### config.mk
export PLATFORM = sky130hd
export DESIGN_NAME = pipelined_cla_addsub
export DESIGN_NICKNAME = d
export VERILOG_FILES = /design/src/rtl/pipelined_cla_addsub.sv
export SDC_FILE = /design/constraint.sdc
export NUM_CORES = 1
export LEC_CHECK = 0
export BUFFER_PORTS_ARGS = -buffer_cell sky130_fd_sc_hd__buf_2
export CAP_MARGIN = 20
export CORE_MARGIN = 2
export CORE_UTILIZATION = 47
export DETAILED_ROUTE_END_ITERATION = 16
export HOLD_SLACK_MARGIN = 0.05
export MAX_ROUTING_LAYER = met4
export PLACE_DENSITY = 0.72
export SYNTH_ARGS = -nofsm -noshare
export SYNTH_HDL_FRONTEND = slang
export SYNTH_SLANG_ARGS = --single-unit
### constraint.sdc
create_clock -name clk -period 1.4 [get_ports clk]
set_input_delay 0.35 -clock clk [delete_from_list [all_inputs] [get_ports clk]]
set_output_delay 0.35 -clock clk [all_outputs]
set_load 0.01 [all_outputs]
### src/rtl/pipelined_cla_addsub.sv
// Pipelined carry-lookahead adder/subtractor. Each stage resolves one GROUP-bit
// lookahead group, and the inter-group carry is registered between stages.
module pipelined_cla_addsub #(
  parameter int WIDTH = 8,
  parameter int GROUP = 4
) (
  input  logic             clk,
  input  logic             rst,
  input  logic             in_valid,
  output logic             in_ready,
  input  logic [WIDTH-1:0] a,
  input  logic [WIDTH-1:0] b,
  input  logic             sub,
  output logic             out_valid,
  input  logic             out_ready,
  output logic [WIDTH-1:0] s,
  output logic             cout,
  output logic             ovr,
  output logic             zero,
  output logic             neg
);
  localparam int STAGES = WIDTH / GROUP;

  logic advance;

  // Lookahead carry into bit n of a group: G[n-1] | P[n-1]G[n-2] | ... | P[n-1:0]cin.
  function automatic logic carry_into(input logic [GROUP-1:0] p, input logic [GROUP-1:0] g,
                                      input logic cin, input int n);
    logic acc;
    logic pp;
    acc = 1'b0;
    pp  = 1'b1;
    for (int j = n - 1; j >= 0; j--) begin
      acc = acc | (pp & g[j]);
      pp  = pp & p[j];
    end
    return acc | (pp & cin);
  endfunction

  // A beat entering stage k is packed as {b_eff unresolved, a unresolved, sum resolved}.
  // Resolving a group swaps its a bits for sum bits and drops its b bits, so the beat
  // shrinks by GROUP bits per stage and is exactly the result after the last stage.
  genvar k;
  for (k = 0; k < STAGES; k++) begin : g_stage
    localparam int IW = 2 * WIDTH - k * GROUP;
    localparam int OW = IW - GROUP;
    localparam int LO = k * GROUP;

    logic [IW-1:0]    beat_in;
    logic             v_in;
    logic             c_in;
    logic [GROUP-1:0] p;
    logic [GROUP-1:0] g;
    logic [GROUP-1:0] c;
    logic [GROUP-1:0] grp_sum;
    logic             pout;
    logic             gout;
    logic             c_out;
    logic [OW-1:0]    nxt;
    logic             valid_q;
    logic             carry_q;
    logic [OW-1:0]    beat_q;

    if (k == 0) begin : g_src
      assign beat_in = {b ^ {WIDTH{sub}}, a};
      assign v_in    = in_valid;
      assign c_in    = sub;
    end else begin : g_src
      assign beat_in = g_stage[k-1].beat_q;
      assign v_in    = g_stage[k-1].valid_q;
      assign c_in    = g_stage[k-1].carry_q;
    end

    // NOTE: every variable gets a default at the top of always_comb so no path can infer a latch.
    always_comb begin
      p = beat_in[LO +: GROUP] ^ beat_in[WIDTH +: GROUP];
      g = beat_in[LO +: GROUP] & beat_in[WIDTH +: GROUP];
      c = '0;
      for (int i = 0; i < GROUP; i++) c[i] = carry_into(p, g, c_in, i);
      grp_sum = p ^ c;
      pout    = &p;
      gout    = carry_into(p, g, 1'b0, GROUP);
      c_out   = gout | (pout & c_in);
      nxt     = '0;
      for (int i = 0; i < WIDTH; i++)
        nxt[i] = (i >= LO && i < LO + GROUP) ? grp_sum[i-LO] : beat_in[i];
      for (int i = WIDTH; i < OW; i++) nxt[i] = beat_in[i+GROUP];
    end

    // NOTE: sequential state uses non-blocking assignments so all stages shift on the same edge;
    // the asynchronous reset clears valids, carries and data without waiting for clk.
    always_ff @(posedge clk or posedge rst) begin
      if (rst) begin
        valid_q <= 1'b0;
        carry_q <= 1'b0;
        beat_q  <= '0;
      end else if (advance) begin
        valid_q <= v_in;
        if (v_in) begin
          beat_q  <= nxt;
          carry_q <= c_out;
        end
      end
    end

    if (k == STAGES - 1) begin : g_flags
      logic ovr_q;
      logic zero_q;
      logic neg_q;

      always_ff @(posedge clk or posedge rst) begin
        if (rst) begin
          ovr_q  <= 1'b0;
          zero_q <= 1'b0;
          neg_q  <= 1'b0;
        end else if (advance && v_in) begin
          ovr_q  <= c_out ^ c[GROUP-1];
          zero_q <= (nxt == '0);
          neg_q  <= nxt[OW-1];
        end
      end
    end
  end

  // One global stall: the whole pipeline moves only when the output slot can drain.
  assign out_valid = g_stage[STAGES-1].valid_q;
  assign advance   = !out_valid || out_ready;
  assign in_ready  = advance;
  assign s         = g_stage[STAGES-1].beat_q;
  assign cout      = g_stage[STAGES-1].carry_q;
  assign ovr       = g_stage[STAGES-1].g_flags.ovr_q;
  assign zero      = g_stage[STAGES-1].g_flags.zero_q;
  assign neg       = g_stage[STAGES-1].g_flags.neg_q;

endmodule

==> results.py, run 1 <==
metrics = {
    "status": {
        "status": "finished, violations left",
        "failed_checks": "setup timing",
    },
    "yosys": {
        "seq_area_frac_synth_pct": 47.1,
        "syn_avg_cell_area_sq_um": 11.0,
        "synth_common_cells": "dfrtp_1, nand2_1, o21ai_0",
        "synth_warnings": 0,
        "netlist_instances": 126,
        "synth_top_area_share_pct": 47.1,
        "ys_top_cells_by_area": "dfrtp_1, ha_1, mux2_2",
        "synth_fp_nets": 156,
        "synth_most_common_cell": "dfrtp_1",
        "synth_flop_cell": "dfrtp_1",
        "syn_area_sq_um": 1380,
        "synth_cell_types": 33,
        "synth-seq-cells": 26,
        "yosys.area.top_type": "dfrtp_1",
        "async_reset_ff_share_pct": 100,
        "synth_edf_count": 0,
    },
    "layout": {
        "areaGrowthSynthToFinish_pct": 34.2,
        "drive_above_1_share_pct": 46.4,
        "nets": 212,
        "diodes": 0,
        "stdcell_count": 212,
        "finalInstanceArea_sq_um": 1860,
        "final_util_pct": 66.7,
    },
    "routing": {
        "drt_iter0_markers": 11,
        "viasPerCell": 5.01,
        "drt-pass1-iter-count": 4,
        "detail-route-antenna-nets": 0,
        "drc_errors": 0,
        "vias": 1063,
        "wl_per_cell_um": 12.8,
        "wirelength_um": 2710,
    },
    "power_and_ir_drop": {
        "p_per_area_nw_per_um2": 1520,
        "p_total_w": 0.00283,
        "irDropWorstVdd_v": 0.00128,
        "static-leakage-power_nw": 0.898,
    },
    "clocking": {
        "cts_made_buffers": 3,
        "path_clk_slew_ns": 0.14,
        "clk_latency_ns": 0.32,
        "root_buffer": "clkbuf_4",
        "cts_tree": "done",
        "clock_path_buffers": 2,
        "clock-sinks": 26,
        "h-tree-depth": 1,
    },
    "grt": {
        "grt_pass1_wl_um": 4570,
        "grt_max_degree": 16,
        "grt_pass1_vias": 1065,
        "grt-ovfl-total": 0,
        "antenna_found_initial": 0,
        "grt.total_usage_pct": 18.4,
    },
    "worst_setup_path": {
        "required_ns": 1.62,
        "start_kind": "flip-flop",
        "worst_ep_arrival_time_ns": 1.72,
        "cp-end-kind": "flip-flop",
        "crit_path_max_fanout": 4,
        "critPathKind": "reg -> reg",
    },
    "sta": {
        "rsz0062_at_grt": "yes",
        "worst_pin_slew_ns": 0.454,
        "setup_ws_ns": -0.0956,
        "finClkSkew_ns": 0.00548,
        "finalMaxSlewViolations": 0,
        "fmax_mhz": 669,
        "timing.slew.headroom_pct": 69.5,
        "period_needed_ns": 1.50,
        "setup_viol": 4,
        "post-route-period-util_pct": 107,
        "finalHoldViolCount": 0,
    },
    "floorplan": {
        "io_pins": 35,
        "num_rows": 19,
        "die-height_um": 58.2,
        "coreArea_sq_um": 2780,
        "start_util_pct": 49.7,
        "die_w_um": 58.2,
        "dieArea_sq_um": 3390,
    },
    "place": {
        "dpl_worst_slack_ns": -0.290,
        "gp_congestion": 0.756,
        "dp_hpwl_um": 2160,
        "portBuffers": 34,
        "dpl-instance-area_sq_um": 1710,
        "dp.cells": 202,
    },
    "job": {
        "maxCapViolations": 0,
    },
    "worst_hold_path": {
        "hp-class": "in -> reg",
    },
}
-- worst max-delay path: stages (launching register included) --
cell	delay, ns
dfrtp_1	0.43
ha_4	0.28
a21oi_4	0.18
a21oi_4	0.09
o21a_1	0.20
o31a_1	0.24
-- logic make-up after synthesis --
logic type	Yosys count	synth area share, %
buffers and inverters	11	4.25
adder cells (fa/ha/maj)	9	8.69
AND/OR/NAND/NOR	27	9.77
XOR/XNOR	15	9.50
flip-flops	26	47.1
AO/OA/AOI/OAI	29	13.5
multiplexers	9	7.24
-- stage by stage --
step / hold slack, ns / TNS (ns)
after floorplan: 0.390 / -0.531
after global placement: 0.346 / -0.868
after detailed placement: 0.348 / -1.20
after CTS: 0.246 / -0.249
after global routing: 0.244 / -0.563
final: 0.259 / -0.251
-- worst paths after layout --
check | slack, ns | cells after the start | from | endpoint
min | 0.26 | 2 | a[4] | g_stage[0].beat_q[4]
min in group asynchronous | 0.53 | 3 | rst | g_stage[0].beat_q[7]
max in group asynchronous | 0.40 | 4 | rst | g_stage[0].beat_q[4]
min reg2reg | 0.49 | 2 | s[4] | s[4]
max reg2reg | -0.1 | 5 | g_stage[0].beat_q[5] | cout
max | -0.1 | 5 | g_stage[0].beat_q[5] | cout
-- sequential cells by signal, indices dropped and copies added (netlist names) --
signal,count
s,7
zero,1
g_stage.beat_q,12
out_valid,1
ovr,1
neg,1
g_stage.carry_q,1
g_stage.valid_q,1
cout,1
-- area by class of cell --
class	instances	area (sq um)
Clock buffer	3	22.5
Clock inverter	1	30.0
Fill cell	224	926
Inverter	6	22.5
Multi-Input combinational cell	89	753
Sequential cell	26	651
Tap cell	31	38.8
Timing Repair Buffer	56	338
-- per-layer routing --
metal / up-vias / GRT usage, % / wire length [um]
met2: 26 / 33.9 / 1460
met1: 492 / 19.7 / 1130
li1: 543 / - / -
met4: 0 / 7.97 / 27
met5: - / - / 0
met3: 2 / 2.01 / 92
-- timing repair --
item,CTS,global route
hold endpoints to repair,8,0
gates resized for setup,6,5
endpoints found under the setup margin,4,6
buffers inserted,3,2
hold buffers,1,0
pin swaps,9,2
-- power by group --
group / switching (W) / internal, W / total [W]
combinational: 0.000582 / 0.000637 / 0.00122
sequential: 0.000129 / 0.000973 / 0.00110
clock: 0.000217 / 0.000290 / 0.000506
total: 0.000928 / 0.00190 / 0.00283
-- layout by cell type (no fill, tap or decap), drive strengths merged, types with 2 or more instances in the layout --
cell type  synthesis  layout
nand2             16      16
o31ai              2       2
o21ai             12      12
ha                 8       8
nor2               2       2
a21oi              6       6
dfrtp             26      26
nand2b             3       3
nand3              2       2
o31a               2       2
clkbuf             0       3
a211oi             2       2
o21a               2       2
inv                6       6
buf                5      55
xor2               8       8
mux2               8       8
xnor2              7       7
(Power assumes the default switching activity.)
==> inputs of run 2 (changes only) <==
--- a/config.mk
+++ b/config.mk
@@ -7,12 +7,13 @@
 export LEC_CHECK = 0
 export BUFFER_PORTS_ARGS = -buffer_cell sky130_fd_sc_hd__buf_2
 export CAP_MARGIN = 20
+export CORE_ASPECT_RATIO = 1.2
 export CORE_MARGIN = 2
 export CORE_UTILIZATION = 47
 export DETAILED_ROUTE_END_ITERATION = 16
 export HOLD_SLACK_MARGIN = 0.05
 export MAX_ROUTING_LAYER = met4
-export PLACE_DENSITY = 0.72
+export PLACE_DENSITY = 0.73
 export SYNTH_ARGS = -nofsm -noshare
 export SYNTH_HDL_FRONTEND = slang
 export SYNTH_SLANG_ARGS = --single-unit
==> run 2 against run 1 <==
  * Cell area shrank 1.9%
  * Routed wire length is 0.89% higher
  * Largest power group unchanged
  * Flip-flop and latch count unchanged
  * Highest routed layer unchanged
  * Hold slack got worse by 0.21 ns
  * Worst setup slack worse by 0.041 ns
  * The run still ends with setup timing left
  * Clock skew grew 0.0091 ns
==> results.py, run 2 (synthesis gave the netlist of run 1 again) <==
metrics = {
    "floorplan": {
        "start_util_pct": 49.6,
        "coreArea_sq_um": 2790,
        "dieArea_sq_um": 3390,
        "die_w_um": 53.5,
        "num_rows": 21,
        "die-height_um": 63.4,
        "io_pins": 35,
    },
    "sta": {
        "finalHoldViolCount": 0,
        "setup_viol": 6,
        "tns_ns": -0.470,
        "setup_ws_ns": -0.136,
        "timing.slew.headroom_pct": 68.8,
        "fmax_mhz": 651,
        "worst_pin_slew_ns": 0.464,
        "finalMaxSlewViolations": 0,
        "finClkSkew_ns": 0.0145,
        "period_needed_ns": 1.54,
        "rsz0062_at_grt": "yes",
        "post-route-period-util_pct": 110,
    },
    "place": {
        "dpl_worst_slack_ns": -0.271,
        "portBuffers": 34,
        "gp_congestion": 0.735,
        "dpl-instance-area_sq_um": 1710,
        "dp_hpwl_um": 2100,
    },
    "power_and_ir_drop": {
        "static-leakage-power_nw": 0.882,
        "irDropWorstVdd_v": 0.000661,
        "p_per_area_nw_per_um2": 1500,
    },
    "routing": {
        "drt_iter0_markers": 11,
        "wirelength_um": 2730,
        "drc_errors": 0,
        "vias": 1068,
        "wl_per_cell_um": 13.0,
        "detail-route-antenna-nets": 0,
        "viasPerCell": 5.09,
        "drt-pass1-iter-count": 4,
    },
    "job": {
        "maxCapViolations": 0,
    },
    "grt": {
        "grt.total_usage_pct": 19.1,
        "antenna_found_initial": 0,
        "grt_pass1_wl_um": 4640,
        "grt_max_degree": 27,
        "grt-ovfl-total": 0,
        "grt_pass1_vias": 1120,
    },
    "worst_setup_path": {
        "reg2reg_slack_ns": -0.14,
        "required_ns": 1.60,
        "critPathKind": "reg -> reg",
        "setup.worst_path.end": "cout",
        "crit_path_max_fanout": 4,
        "r2r_cells": 5,
        "r2r_start": "g_stage[0].beat_q[5]",
        "start_kind": "flip-flop",
        "worst_ep_arrival_time_ns": 1.74,
        "cp-end-kind": "flip-flop",
        "worstReg2RegEnd": "cout",
        "critPathLaunch": "g_stage[0].beat_q[5]",
    },
    "layout": {
        "drive_above_1_share_pct": 47.2,
        "regMostFlops": "g_stage.beat_q",
        "diodes": 0,
        "final_util_pct": 65.4,
        "final_cell_mix": "buf_2, dfrtp_1, buf_4, nand2_1, mux2_2",
        "largest_reg_flops": 12,
        "layout_commonest_cell": "buf_2",
        "nets": 208,
        "finalInstanceArea_sq_um": 1820,
        "areaGrowthSynthToFinish_pct": 31.7,
    },
    "clocking": {
        "cts_made_buffers": 3,
        "cts_tree": "done",
        "clk_latency_ns": 0.32,
        "root_buffer": "clkbuf_4",
        "h-tree-depth": 1,
        "clock-sinks": 26,
        "clock_path_buffers": 2,
        "path_clk_slew_ns": 0.13,
    },
    "status": {
        "status": "finished, violations left",
        "failed_checks": "setup timing",
    },
    "worst_hold_path": {
        "hp-class": "in -> async",
    },
}
[run 2: worst min-delay path by stage]
stage,slack [ns],end,cells after the start,start
2_1_floorplan,0.39,cout,1,rst
3_3_place_gp,0.41,g_stage[0].valid_q,3,rst
3_5_place_dp,0.42,ovr,3,rst
4_1_cts,0.06,g_stage[0].beat_q[6],3,rst
5_1_grt,0.07,neg,3,rst
6_report,0.05,g_stage[0].beat_q[6],3,rst
[run 2: routing by layer]
layer | track usage [%] | wire, um | share of wire [%] | vias up
met4 | 10.3 | 102 | 3.7 | 0
met1 | 19.0 | 950 | 35 | 499
met2 | 34.4 | 1570 | 58 | 31
li1 | - | - | - | 530
met3 | 2.37 | 106 | 3.9 | 8
met5 | - | 0 | 0 | -
[run 2: final cells by class]
type | instances | area, sq um
fill | 254 | 965
tap | 34 | 42.5
sequential | 26 | 651
timing repair buffer | 52 | 322
clock buffer | 3 | 22.5
inverter | 6 | 22.5
multi-input combinational | 89 | 761
[run 2: power by group]
part           switching (W)  internal [W]  total (W)
clock               0.000202      0.000101   0.000303
combinational       0.000633      0.000690    0.00132
sequential          0.000126      0.000973    0.00110
total               0.000961       0.00176    0.00272
[run 2: critical path, stage by stage (launching register included)]
cell     delay (ns)
dfrtp_1        0.43
ha_4           0.28
a21oi_4        0.18
a21oi_4        0.09
o21a_1         0.19
o31a_1         0.24
[run 2: per-stage QoR]
stage | power (W) | hold WS [ns] | cells
6_report | 0.00272 | 0.0530 | 210
5_1_grt | 0.00296 | 0.0722 | 210
4_1_cts | 0.00260 | 0.0564 | 208
3_5_place_dp | 0.00224 | 0.420 | 203
3_3_place_gp | 0.00219 | 0.413 | 203
2_1_floorplan | 0.00185 | 0.390 | 126
[run 2: repair_timing]
action,4_1_cts,5_1_grt
pin swaps,8,4
resized for setup,3,12
setup buffers,2,2
setup endpoints to repair,4,7
hold buffers,0,0
